===== src/rtl/mem_ctrl_dual.sv =====
// -----------------------------------------------------------------------------
// mem_ctrl_dual
//
// Dual-channel controller sitting between the instruction-fetch unit, the
// load/store unit and a two-port synchronous RAM.
//   Port A : instruction fetch (word reads only, abortable with if_flush).
//   Port B : loads and stores with byte/half/word sizes, byte-lane write masks
//            and sign/zero extension of load results.
// Each channel has its own small FSM and a down-counter that covers the RAM
// read latency (RAM_LATENCY edges from the address register update until the
// read data is valid on data_a/data_b). All outputs are registered.
//
// Ports
//   clk, rst                 clock, synchronous active-high reset
//   if_valid/if_addr         fetch request (byte address, low two bits ignored)
//   if_flush                 abort the in-flight fetch, beats a concurrent request
//   if_done/if_data          one-cycle completion pulse and registered fetch word
//   ls_valid/ls_we           load/store request, ls_we=1 for store
//   ls_size/ls_signed        00 byte, 01 half, 1x word; sign-extend loads when set
//   ls_addr/ls_src           byte address and right-aligned store data
//   ls_done/ls_data          one-cycle completion pulse and extended load result
//   addr_a/data_a            RAM port A word address and read data
//   addr_b/data_b            RAM port B word address and read data
//   wr_b/wmask_b/src_b       RAM port B write strobe, byte enables, lane-shifted data
// -----------------------------------------------------------------------------
module mem_ctrl_dual #(
  parameter int ADDR_WIDTH  = 32,
  parameter int DATA_WIDTH  = 32,  // only 32 is supported
  parameter int RAM_LATENCY = 1    // legal range 1..7
) (
  input  logic                    clk,
  input  logic                    rst,
  // fetch channel
  input  logic                    if_valid,
  input  logic [ADDR_WIDTH-1:0]   if_addr,
  input  logic                    if_flush,
  output logic                    if_done,
  output logic [DATA_WIDTH-1:0]   if_data,
  // load/store channel
  input  logic                    ls_valid,
  input  logic                    ls_we,
  input  logic [1:0]              ls_size,
  input  logic                    ls_signed,
  input  logic [ADDR_WIDTH-1:0]   ls_addr,
  input  logic [DATA_WIDTH-1:0]   ls_src,
  output logic                    ls_done,
  output logic [DATA_WIDTH-1:0]   ls_data,
  // RAM port A
  output logic [ADDR_WIDTH-1:0]   addr_a,
  input  logic [DATA_WIDTH-1:0]   data_a,
  // RAM port B
  output logic [ADDR_WIDTH-1:0]   addr_b,
  output logic                    wr_b,
  output logic [DATA_WIDTH/8-1:0] wmask_b,
  output logic [DATA_WIDTH-1:0]   src_b,
  input  logic [DATA_WIDTH-1:0]   data_b
);

  localparam int         NB       = DATA_WIDTH / 8;
  localparam logic [2:0] CNT_LOAD = 3'(RAM_LATENCY - 1);
  localparam logic [1:0] SZ_BYTE  = 2'b00;
  localparam logic [1:0] SZ_HALF  = 2'b01;

  typedef enum logic {
    IF_IDLE,
    IF_WAIT
  } if_state_e;

  typedef enum logic [1:0] {
    LS_IDLE,
    LS_RD_WAIT,
    LS_WR
  } ls_state_e;

  // Fetch addresses are word-aligned by construction; the low bits are dropped.
  logic unused_if_lo;
  assign unused_if_lo = ^if_addr[1:0];

  // ---------------------------------------------------------------------------
  // Fetch channel
  // ---------------------------------------------------------------------------
  if_state_e             if_state_q, if_state_d;
  logic [2:0]            if_cnt_q,   if_cnt_d;
  logic [ADDR_WIDTH-1:0] addr_a_q,   addr_a_d;
  logic [DATA_WIDTH-1:0] if_data_q,  if_data_d;
  logic                  if_done_q,  if_done_d;

  // NOTE: every signal assigned in an always_comb gets a default at the top,
  // so no path through the block leaves it unassigned and no latch is inferred.
  always_comb begin
    if_state_d = if_state_q;
    if_cnt_d   = if_cnt_q;
    addr_a_d   = addr_a_q;
    if_data_d  = if_data_q;
    if_done_d  = 1'b0;

    if (if_flush) begin
      // Flush wins over both a new request and a completing wait.
      if_state_d = IF_IDLE;
    end else begin
      unique case (if_state_q)
        IF_IDLE: begin
          if (if_valid) begin
            addr_a_d   = {if_addr[ADDR_WIDTH-1:2], 2'b00};
            if_cnt_d   = CNT_LOAD;
            if_state_d = IF_WAIT;
          end
        end
        IF_WAIT: begin
          if (if_cnt_q == 3'd0) begin
            if_data_d  = data_a;
            if_done_d  = 1'b1;
            if_state_d = IF_IDLE;
          end else begin
            if_cnt_d = if_cnt_q - 3'd1;
          end
        end
        default: if_state_d = IF_IDLE;
      endcase
    end
  end

  // NOTE: sequential state uses non-blocking assignments only, so every flop
  // samples the pre-edge value of every other flop regardless of block order.
  // NOTE: the data registers are reset along with the control state because
  // every output must read 0 out of reset; there is no storage array here that
  // would make a full reset expensive.
  always_ff @(posedge clk) begin
    if (rst) begin
      if_state_q <= IF_IDLE;
      if_cnt_q   <= '0;
      addr_a_q   <= '0;
      if_data_q  <= '0;
      if_done_q  <= 1'b0;
    end else begin
      if_state_q <= if_state_d;
      if_cnt_q   <= if_cnt_d;
      addr_a_q   <= addr_a_d;
      if_data_q  <= if_data_d;
      if_done_q  <= if_done_d;
    end
  end

  assign addr_a  = addr_a_q;
  assign if_data = if_data_q;
  assign if_done = if_done_q;

  // ---------------------------------------------------------------------------
  // Load/store channel
  // ---------------------------------------------------------------------------
  ls_state_e             ls_state_q, ls_state_d;
  logic [2:0]            ls_cnt_q,   ls_cnt_d;
  logic [ADDR_WIDTH-1:0] addr_b_q,   addr_b_d;
  logic                  wr_b_q,     wr_b_d;
  logic [NB-1:0]         wmask_b_q,  wmask_b_d;
  logic [DATA_WIDTH-1:0] src_b_q,    src_b_d;
  logic [DATA_WIDTH-1:0] ls_data_q,  ls_data_d;
  logic                  ls_done_q,  ls_done_d;
  // Load attributes captured at accept; the request inputs may change while
  // the read is outstanding.
  logic [1:0]            size_q,     size_d;
  logic                  signed_q,   signed_d;
  logic [1:0]            lo_q,       lo_d;

  // Store lane placement from the live request: byte lane = addr[1:0],
  // half lane = 2*addr[1], word covers all four lanes.
  logic [NB-1:0]         st_mask;
  logic [DATA_WIDTH-1:0] st_src;

  always_comb begin
    st_mask = '1;
    st_src  = ls_src;
    case (ls_size)
      SZ_BYTE: begin
        st_mask = NB'(1) << ls_addr[1:0];
        st_src  = DATA_WIDTH'(ls_src[7:0]) << {ls_addr[1:0], 3'b000};
      end
      SZ_HALF: begin
        st_mask = NB'(3) << {ls_addr[1], 1'b0};
        st_src  = DATA_WIDTH'(ls_src[15:0]) << {ls_addr[1], 4'b0000};
      end
      default: ;
    endcase
  end

  // Load lane extraction from the RAM word using the captured attributes.
  logic [7:0]            ld_byte;
  logic [15:0]           ld_half;
  logic [DATA_WIDTH-1:0] ld_ext;

  always_comb begin
    ld_byte = 8'(data_b >> {lo_q, 3'b000});
    ld_half = 16'(data_b >> {lo_q[1], 4'b0000});
    ld_ext  = data_b;
    case (size_q)
      SZ_BYTE: ld_ext = {{(DATA_WIDTH-8){signed_q & ld_byte[7]}}, ld_byte};
      SZ_HALF: ld_ext = {{(DATA_WIDTH-16){signed_q & ld_half[15]}}, ld_half};
      default: ;
    endcase
  end

  always_comb begin
    ls_state_d = ls_state_q;
    ls_cnt_d   = ls_cnt_q;
    addr_b_d   = addr_b_q;
    wr_b_d     = 1'b0;
    wmask_b_d  = '0;
    src_b_d    = src_b_q;
    ls_data_d  = ls_data_q;
    ls_done_d  = 1'b0;
    size_d     = size_q;
    signed_d   = signed_q;
    lo_d       = lo_q;

    unique case (ls_state_q)
      LS_IDLE: begin
        if (ls_valid) begin
          addr_b_d = {ls_addr[ADDR_WIDTH-1:2], 2'b00};
          if (ls_we) begin
            wr_b_d     = 1'b1;
            wmask_b_d  = st_mask;
            src_b_d    = st_src;
            ls_state_d = LS_WR;
          end else begin
            size_d     = ls_size;
            signed_d   = ls_signed;
            lo_d       = ls_addr[1:0];
            ls_cnt_d   = CNT_LOAD;
            ls_state_d = LS_RD_WAIT;
          end
        end
      end
      LS_RD_WAIT: begin
        if (ls_cnt_q == 3'd0) begin
          ls_data_d  = ld_ext;
          ls_done_d  = 1'b1;
          ls_state_d = LS_IDLE;
        end else begin
          ls_cnt_d = ls_cnt_q - 3'd1;
        end
      end
      LS_WR: begin
        // The write strobe was up for exactly one cycle; it drops by default.
        ls_done_d  = 1'b1;
        ls_state_d = LS_IDLE;
      end
      default: ls_state_d = LS_IDLE;
    endcase
  end

  always_ff @(posedge clk) begin
    if (rst) begin
      ls_state_q <= LS_IDLE;
      ls_cnt_q   <= '0;
      addr_b_q   <= '0;
      wr_b_q     <= 1'b0;
      wmask_b_q  <= '0;
      src_b_q    <= '0;
      ls_data_q  <= '0;
      ls_done_q  <= 1'b0;
      size_q     <= '0;
      signed_q   <= 1'b0;
      lo_q       <= '0;
    end else begin
      ls_state_q <= ls_state_d;
      ls_cnt_q   <= ls_cnt_d;
      addr_b_q   <= addr_b_d;
      wr_b_q     <= wr_b_d;
      wmask_b_q  <= wmask_b_d;
      src_b_q    <= src_b_d;
      ls_data_q  <= ls_data_d;
      ls_done_q  <= ls_done_d;
      size_q     <= size_d;
      signed_q   <= signed_d;
      lo_q       <= lo_d;
    end
  end

  assign addr_b  = addr_b_q;
  assign wr_b    = wr_b_q;
  assign wmask_b = wmask_b_q;
  assign src_b   = src_b_q;
  assign ls_data = ls_data_q;
  assign ls_done = ls_done_q;

endmodule


===== config.mk =====
export PLATFORM = sky130hd
export DESIGN_NAME = mem_ctrl_dual
export DESIGN_NICKNAME = d
export VERILOG_FILES = /design/src/rtl/mem_ctrl_dual.sv
export SDC_FILE = /design/constraint.sdc
export NUM_CORES = 1
export LEC_CHECK = 0
export CORE_MARGIN = 2
export CORE_UTILIZATION = 35
export CTS_CLUSTER_SIZE = 24
export DETAILED_ROUTE_END_ITERATION = 10
export GPL_ROUTABILITY_DRIVEN = 0
export PLACE_DENSITY_LB_ADDON = 0.3
export SLEW_MARGIN = 0
export SYNTH_ARGS = -nofsm -noshare
export SYNTH_HDL_FRONTEND = slang
export SYNTH_SLANG_ARGS = --single-unit

===== constraint.sdc =====
create_clock -name clk -period 2.2 [get_ports clk]
set_input_delay 0.44 -clock clk [delete_from_list [all_inputs] [get_ports clk]]
set_output_delay 0.44 -clock clk [all_outputs]
set_load 0.005 [all_outputs]

==> reports/metrics.yaml, run 1 <==
yosys:
  synth_top_area_share_pct: 49.8
  ys_types: 46
  synthCells: 868
  synthTopCellsByArea: "dfxtp_1, nand2_1, a21oi_1, a211oi_1, nor2_1"
  yosysSeqAreaShare_pct: 49.8
  avgSynthCellArea_um2: 8.19
  synth_edf_count: 0
  yosys_warnings: 0
  async_reset_ff_share_pct: 0
  yosysTopAreaCell: "dfxtp_1"
  ys_seq_elements: 177
  syn-cell-area_um2: 7110
  synth_ff_type: "dfxtp_1"
floorplanning:
  ios: 336
  fp.dieW_um: 147
  die_area_um2: 21500
  die_h_um: 147
  fp-row-count: 52
  start_util_pct: 35.4
  core_area_um2: 20100
global_routing:
  grt_pass1_wl_um: 35700
  antenna_found_initial: 0
  grt_max_degree: 58
  grtUsageTotal_pct: 20.5
  grt_pass1_vias: 6834
  gr-total-overflow: 0
clocking:
  cts_buffers: 17
  cts_tree: "yes"
  root_buffer: "clkbuf_16"
  cts_htree_levels: 4
  worstSkewPairLatency_ns: 0.42
  cts_sinks: 177
  ctsResizeCount: 0
  clock_path_buffers: 2
  postCtsSetupBuffers: 0
  hold_buffers: 0
  clk_pin_slew_ns: 0.07
timing:
  setup_viol: 0
  finalCritPeriodShare_pct: 82.0
  drv_slew: 0
  rsz0062_at_grt: "no"
  fmax_mhz: 555
  finalSetupTns_ns: 0
  max_slew.worst_pin.slew_ns: 0.676
  layout_min_cycle_time_ns: 1.80
  relSlewSlack_pct: 54.7
  clock_skew_ns: 0.0132
  hold_viol_final: 0
place:
  numPortBuffers: 329
  dp_hpwl_um: 16000
setup_path:
  crit_required_ns: 2.54
  startpoint: "lo_q[1]"
  cp-start-kind: "register"
  criticalPathCategory: "register to register"
  crit_arrival_ns: 2.14
  endpoint_kind: "register"
  r2r_start: "lo_q[1]"
  cp_max_fo: 8
power_and_ir_drop:
  ir_drop_uv: 514
  comb_power_share_pct: 16.5
  sw_frac_of_total_pct: 24.9
  clockPowerShare_pct: 40.1
  pwr_density_cell_nw_per_um2: 695
  seqPwrFrac_pct: 43.5
  power.switching_mw: 1.98
  p_int_mw: 5.97
  p_leak_nw: 4.00
  p_total_mw: 7.95
finish:
  syn2layout_area_growth_pct: 60.8
  post-route-util_pct: 56.9
  drive_gt1_share_pct: 7.79
  diodes: 0
  fin_nets: 1357
  nFillCells: 1818
routing:
  drt-initial-drc-count: 306
  postRouteAntennaNets: 0
  wl_per_cell_um: 15.4
  viasPerCell: 4.91
  drc: 0
  routed-via-count: 7189
  first_pass_iters: 6
  wl_um: 22600
hold_path:
  hold_class: "primary input to register"
  worstHoldStart: "rst"
flow_run:
  cap_viol_max_count: 0
run_status:
  status: "finished clean"
-- worst paths after layout --
check | end | slack, ns | cells after the start
setup / recovery | ls_data[4] | 0.40 | 4
hold / removal | if_data[9] | 0.44 | 2
setup reg to reg | ls_data[4] | 0.40 | 4
hold reg to reg | src_b[1] | 0.45 | 2
-- cells in the final DEF, fill, tap and decap left out, types with 2 or more instances in the layout --
cell and instances:
a211oi_1 37, a211oi_2 11, a21oi_1 123, a221oi_1 17, a222oi_1 7, a22oi_1 10
and2_1 4, buf_12 10, buf_4 20, bufinv_16 3, clkbuf_16 17, clkdlybuf4s50_1 328
clkinv_4 4, conb_1 4, dfxtp_1 177, ha_1 7, inv_1 11, inv_6 3
mux2_1 2, mux2_2 5, nand2_1 236, nand2b_1 8, nand3_1 9, nand3b_1 9
nor2_1 63, nor2b_1 4, nor3_1 11, nor3b_2 2, nor4b_1 3, o21a_1 2
o21ai_0 13, o21bai_1 2, o22ai_1 2, or2_1 3, or2_2 7
-- area by class of cell --
class	instances	area, um2	share of cell area (%)
inverters	11	41.3	0.361
multi-input cells	615	3250	28.4
clock inverters	13	175	1.53
clock buffers	19	443	3.87
repair buffers	359	3640	31.9
well taps	270	338	2.95
flip-flops and latches	177	3540	31.0
-- power groups by stage --
| stage | Sequential (mW) | Clock [mW] | Combinational (mW) |
|---|---|---|---|
| after detailed placement | 3.53 | 0 | 1.31 |
| after global placement | 3.52 | 0 | 1.30 |
| after global routing | 3.48 | 3.41 | 1.42 |
| after floorplan | 3.53 | 0 | 0.492 |
| final | 3.46 | 3.19 | 1.31 |
| after CTS | 3.46 | 3.27 | 1.32 |
-- cells in the mapped netlist (5+ instances only) --
cell type / number
nand2_1: 236
dfxtp_1: 177
a21oi_1: 123
nor2_1: 64
clkbuf_1: 50
a211oi_1: 37
a221oi_1: 17
o21ai_0: 13
a211oi_2: 11
inv_1: 11
nor3_1: 11
a22oi_1: 10
nand3_1: 9
nand3b_1: 9
buf_2: 8
nand2b_1: 8
a222oi_1: 7
ha_1: 7
or2_2: 7
buf_1: 5
mux2_2: 5
-- per-stage QoR --
| stage | std cells | area (um2) | hold WS, ns | worst slack [ns] |
|---|---|---|---|---|
| floorplan | 871 | 7120 | 0.445 | 0.538 |
| global placement | 1432 | 10800 | 0.439 | 0.0788 |
| detailed placement | 1432 | 10800 | 0.446 | 0.0124 |
| CTS | 1464 | 11400 | 0.427 | 0.404 |
| global route | 1464 | 11400 | 0.466 | 0.264 |
| finish | 1464 | 11400 | 0.443 | 0.397 |
-- routing by layer --
metal	up-vias	wire, um	GRT usage [%]
met5	-	0	0
met4	0	465	6.70
met3	33	1810	6.88
met2	261	10800	34.3
met1	3311	9490	24.8
li1	3584	-	-
-- sequential cells by signal, indices dropped and copies added (netlist names), 2 cells and up --
name and flops:
if_data 32, ls_data 32, src_b 32, addr_a 30, addr_b 30, wmask_b 4
if_cnt_q 3, ls_cnt_q 3, lo_q 2, ls_state_q 2, size_q 2
-- cell families after synthesis --
kind of cell,synth area share [%]
buffers and inverters,4.63
AO/OA/AOI/OAI,20.8
multiplexers,1.62
other,0.0527
AND/OR/NAND/NOR,21.8
adder cells (fa/ha/maj),1.23
flip-flops,49.8
-- worst max-delay path: stages (launching register included) --
cell and delay (ns):
dfxtp_1 0.60, buf_4 0.24, nor3b_2 0.45, a222oi_1 0.20
a211oi_1 0.24
Note: power is estimated with default switching activity, not from simulation.
==> run 2: changes to the inputs <==
clock period = 1.52 ns   (was 2.2 ns; I/O delays follow)
==> run 2 against run 1 <==
  * The run now ends with negative setup slack left
  * Worst hold slack got worse by 0.19 ns
  * Register-to-register slack got worse by 0.41 ns
  * Largest cell class unchanged
  * Total power increased by 48%
  * Global-route usage increased by 0.54 points
  * Sequential power up 45%
  * Flip-flop and latch count unchanged
  * First-iteration DRC count rose by 29%
==> reports/metrics.yaml, run 2 (synthesized netlist as in run 1, its figures left out) <==
run_status:
  status: "finished with violations"
  violations: "negative setup slack"
clocking:
  clk_pin_slew_ns: 0.07
  cts_buffers: 17
  hold_buffers: 0
  root_buffer: "clkbuf_16"
  cts_htree_levels: 4
  worstSkewPairLatency_ns: 0.42
  cts_tree: "yes"
  clock_path_buffers: 2
  cts_sinks: 177
setup_path:
  worstReg2RegEnd: "ls_data[13]"
  crit_end: "ls_data[13]"
  startpoint: "lo_q[1]"
  r2r_slack_ns: -0.01
  cp_max_fo: 7
  crit_arrival_ns: 1.83
  criticalPathCategory: "register to register"
  rr_worst_depth: 6
  cp-start-kind: "register"
  crit_required_ns: 1.82
  endpoint_kind: "register"
  r2r_start: "lo_q[1]"
global_routing:
  grt_pass1_wl_um: 36700
  antenna_found_initial: 0
  gr-total-overflow: 0
  grt_max_degree: 43
  grtUsageTotal_pct: 21.0
  grt_pass1_vias: 7221
power_and_ir_drop:
  p_leak_nw: 5.16
  clockPowerShare_pct: 40.2
  pwr_density_cell_nw_per_um2: 963
  p_int_mw: 8.80
  power.switching_mw: 2.95
  ir_drop_uv: 742
  sw_frac_of_total_pct: 25.1
  p_total_mw: 11.7
  comb_power_share_pct: 17.2
  seqPwrFrac_pct: 42.6
routing:
  drt-initial-drc-count: 394
  drc: 0
  postRouteAntennaNets: 0
  routed-via-count: 7595
  wl_per_cell_um: 15.9
  viasPerCell: 4.95
  wl_um: 24300
  first_pass_iters: 6
floorplanning:
  ios: 336
  die_area_um2: 21500
  fp-row-count: 52
  fp.dieW_um: 147
  start_util_pct: 35.4
  core_area_um2: 20100
  die_h_um: 147
place:
  dpl-instance-area_um2: 11300
  numPortBuffers: 329
  pre_cts_slack_ns: -0.443
  dp_hpwl_um: 16500
finish:
  diodes: 0
  post-route-util_pct: 60.7
  final_common_cell: "nand2_1"
  drive_gt1_share_pct: 18.8
  fin_nets: 1427
  syn2layout_area_growth_pct: 71.5
  final_cell_mix: "nand2_1, clkdlybuf4s50_1, dlygate4sd2_1, dfxtp_1, a21oi_1"
  finalInstanceArea_um2: 12200
timing:
  setup_viol: 6
  clock_skew_ns: 0.0106
  finalCritPeriodShare_pct: 101
  layout_setup_ws_ns: -0.0115
  layout_min_cycle_time_ns: 1.53
  rsz0062_at_grt: "yes"
  hold_viol_final: 0
  holdWs_ns: 0.250
  fmax_mhz: 653
  drv_slew: 0
hold_path:
  hold_depth: 2
  hold_class: "primary input to register"
flow_run:
  cap_viol_max_count: 0
==> run 2: cell types whose count changed in the layout (fill, tap and decap cells not counted), moves of 30 or more <==
| cell | delta |
|---|---|
| clkdlybuf4s50_1 | -163 |
| dlygate4sd2_1 | +162 |
| dfxtp_1 | -31 |
| buf_4 | +56 |
| dfxtp_2 | +30 |
==> run 2: how the worst min path moves through the flow <==
stage                     slack (ns)        from           to
after global placement          0.44    src_b[7]     src_b[7]
after floorplan                 0.40         rst         wr_b
after global routing            0.24         rst  if_cnt_q[0]
after detailed placement        0.45  addr_b[17]   addr_b[17]
after CTS                       0.23         rst   if_state_q
final                           0.25         rst   if_state_q
==> run 2: timing repair <==
action                                  4_1_cts  5_1_grt
gates resized for setup                     201       48
endpoints found under the setup margin      230      127
pin swaps                                     3       18
hold endpoints to repair                      0        0
setup buffers                                 2        5
gates cloned                                  2        8
==> run 2: layer usage <==
| metal | GRT usage, % | vias to the layer above | routed length (um) |
|---|---|---|---|
| li1 | - | 3735 | - |
| met1 | 24.9 | 3500 | 9780 |
| met2 | 35.4 | 318 | 11900 |
| met3 | 7.75 | 42 | 2170 |
| met4 | 6.70 | 0 | 533 |
| met5 | 0 | - | 0 |
==> run 2: layout make-up <==
cell class              count  area, um2
clock buffers              18        429
clock inverters            14        199
fillers                  1789       7910
inverters                  11       41.3
multi-input cells         618       3500
flip-flops and latches    177       3580
well taps                 270        338
repair buffers            426       4110
==> run 2: power groups by stage <==
stage,combinational (mW),clock [mW],sequential [mW]
after floorplan,0.725,0,5.12
after global routing,2.19,5.05,5.03
after CTS,1.93,4.84,5.00
after detailed placement,2.04,0,5.11
after global placement,2.02,0,5.10
final,2.02,4.72,5.00
==> run 2: per-stage QoR <==
step	instances	setup TNS [ns]
3_5_place_dp	1485	-23.19
6_report	1534	-0.0390
5_1_grt	1534	-0.770
3_3_place_gp	1485	-19.29
4_1_cts	1521	-0.116
2_1_floorplan	871	0
==> run 2: critical path: stages (launching register included) <==
cell      delay [ns]
dfxtp_4         0.37
buf_12          0.13
mux2i_4         0.29
o32ai_2         0.11
a211oi_2        0.23
buf_4           0.19
a211oi_2        0.08
==> run 3: changes to the inputs <==
CTS_CLUSTER_DIAMETER = 30   (was unset)
==> results of run 3 <==
Final layout, timing and power as in run 2 (identical DEF).
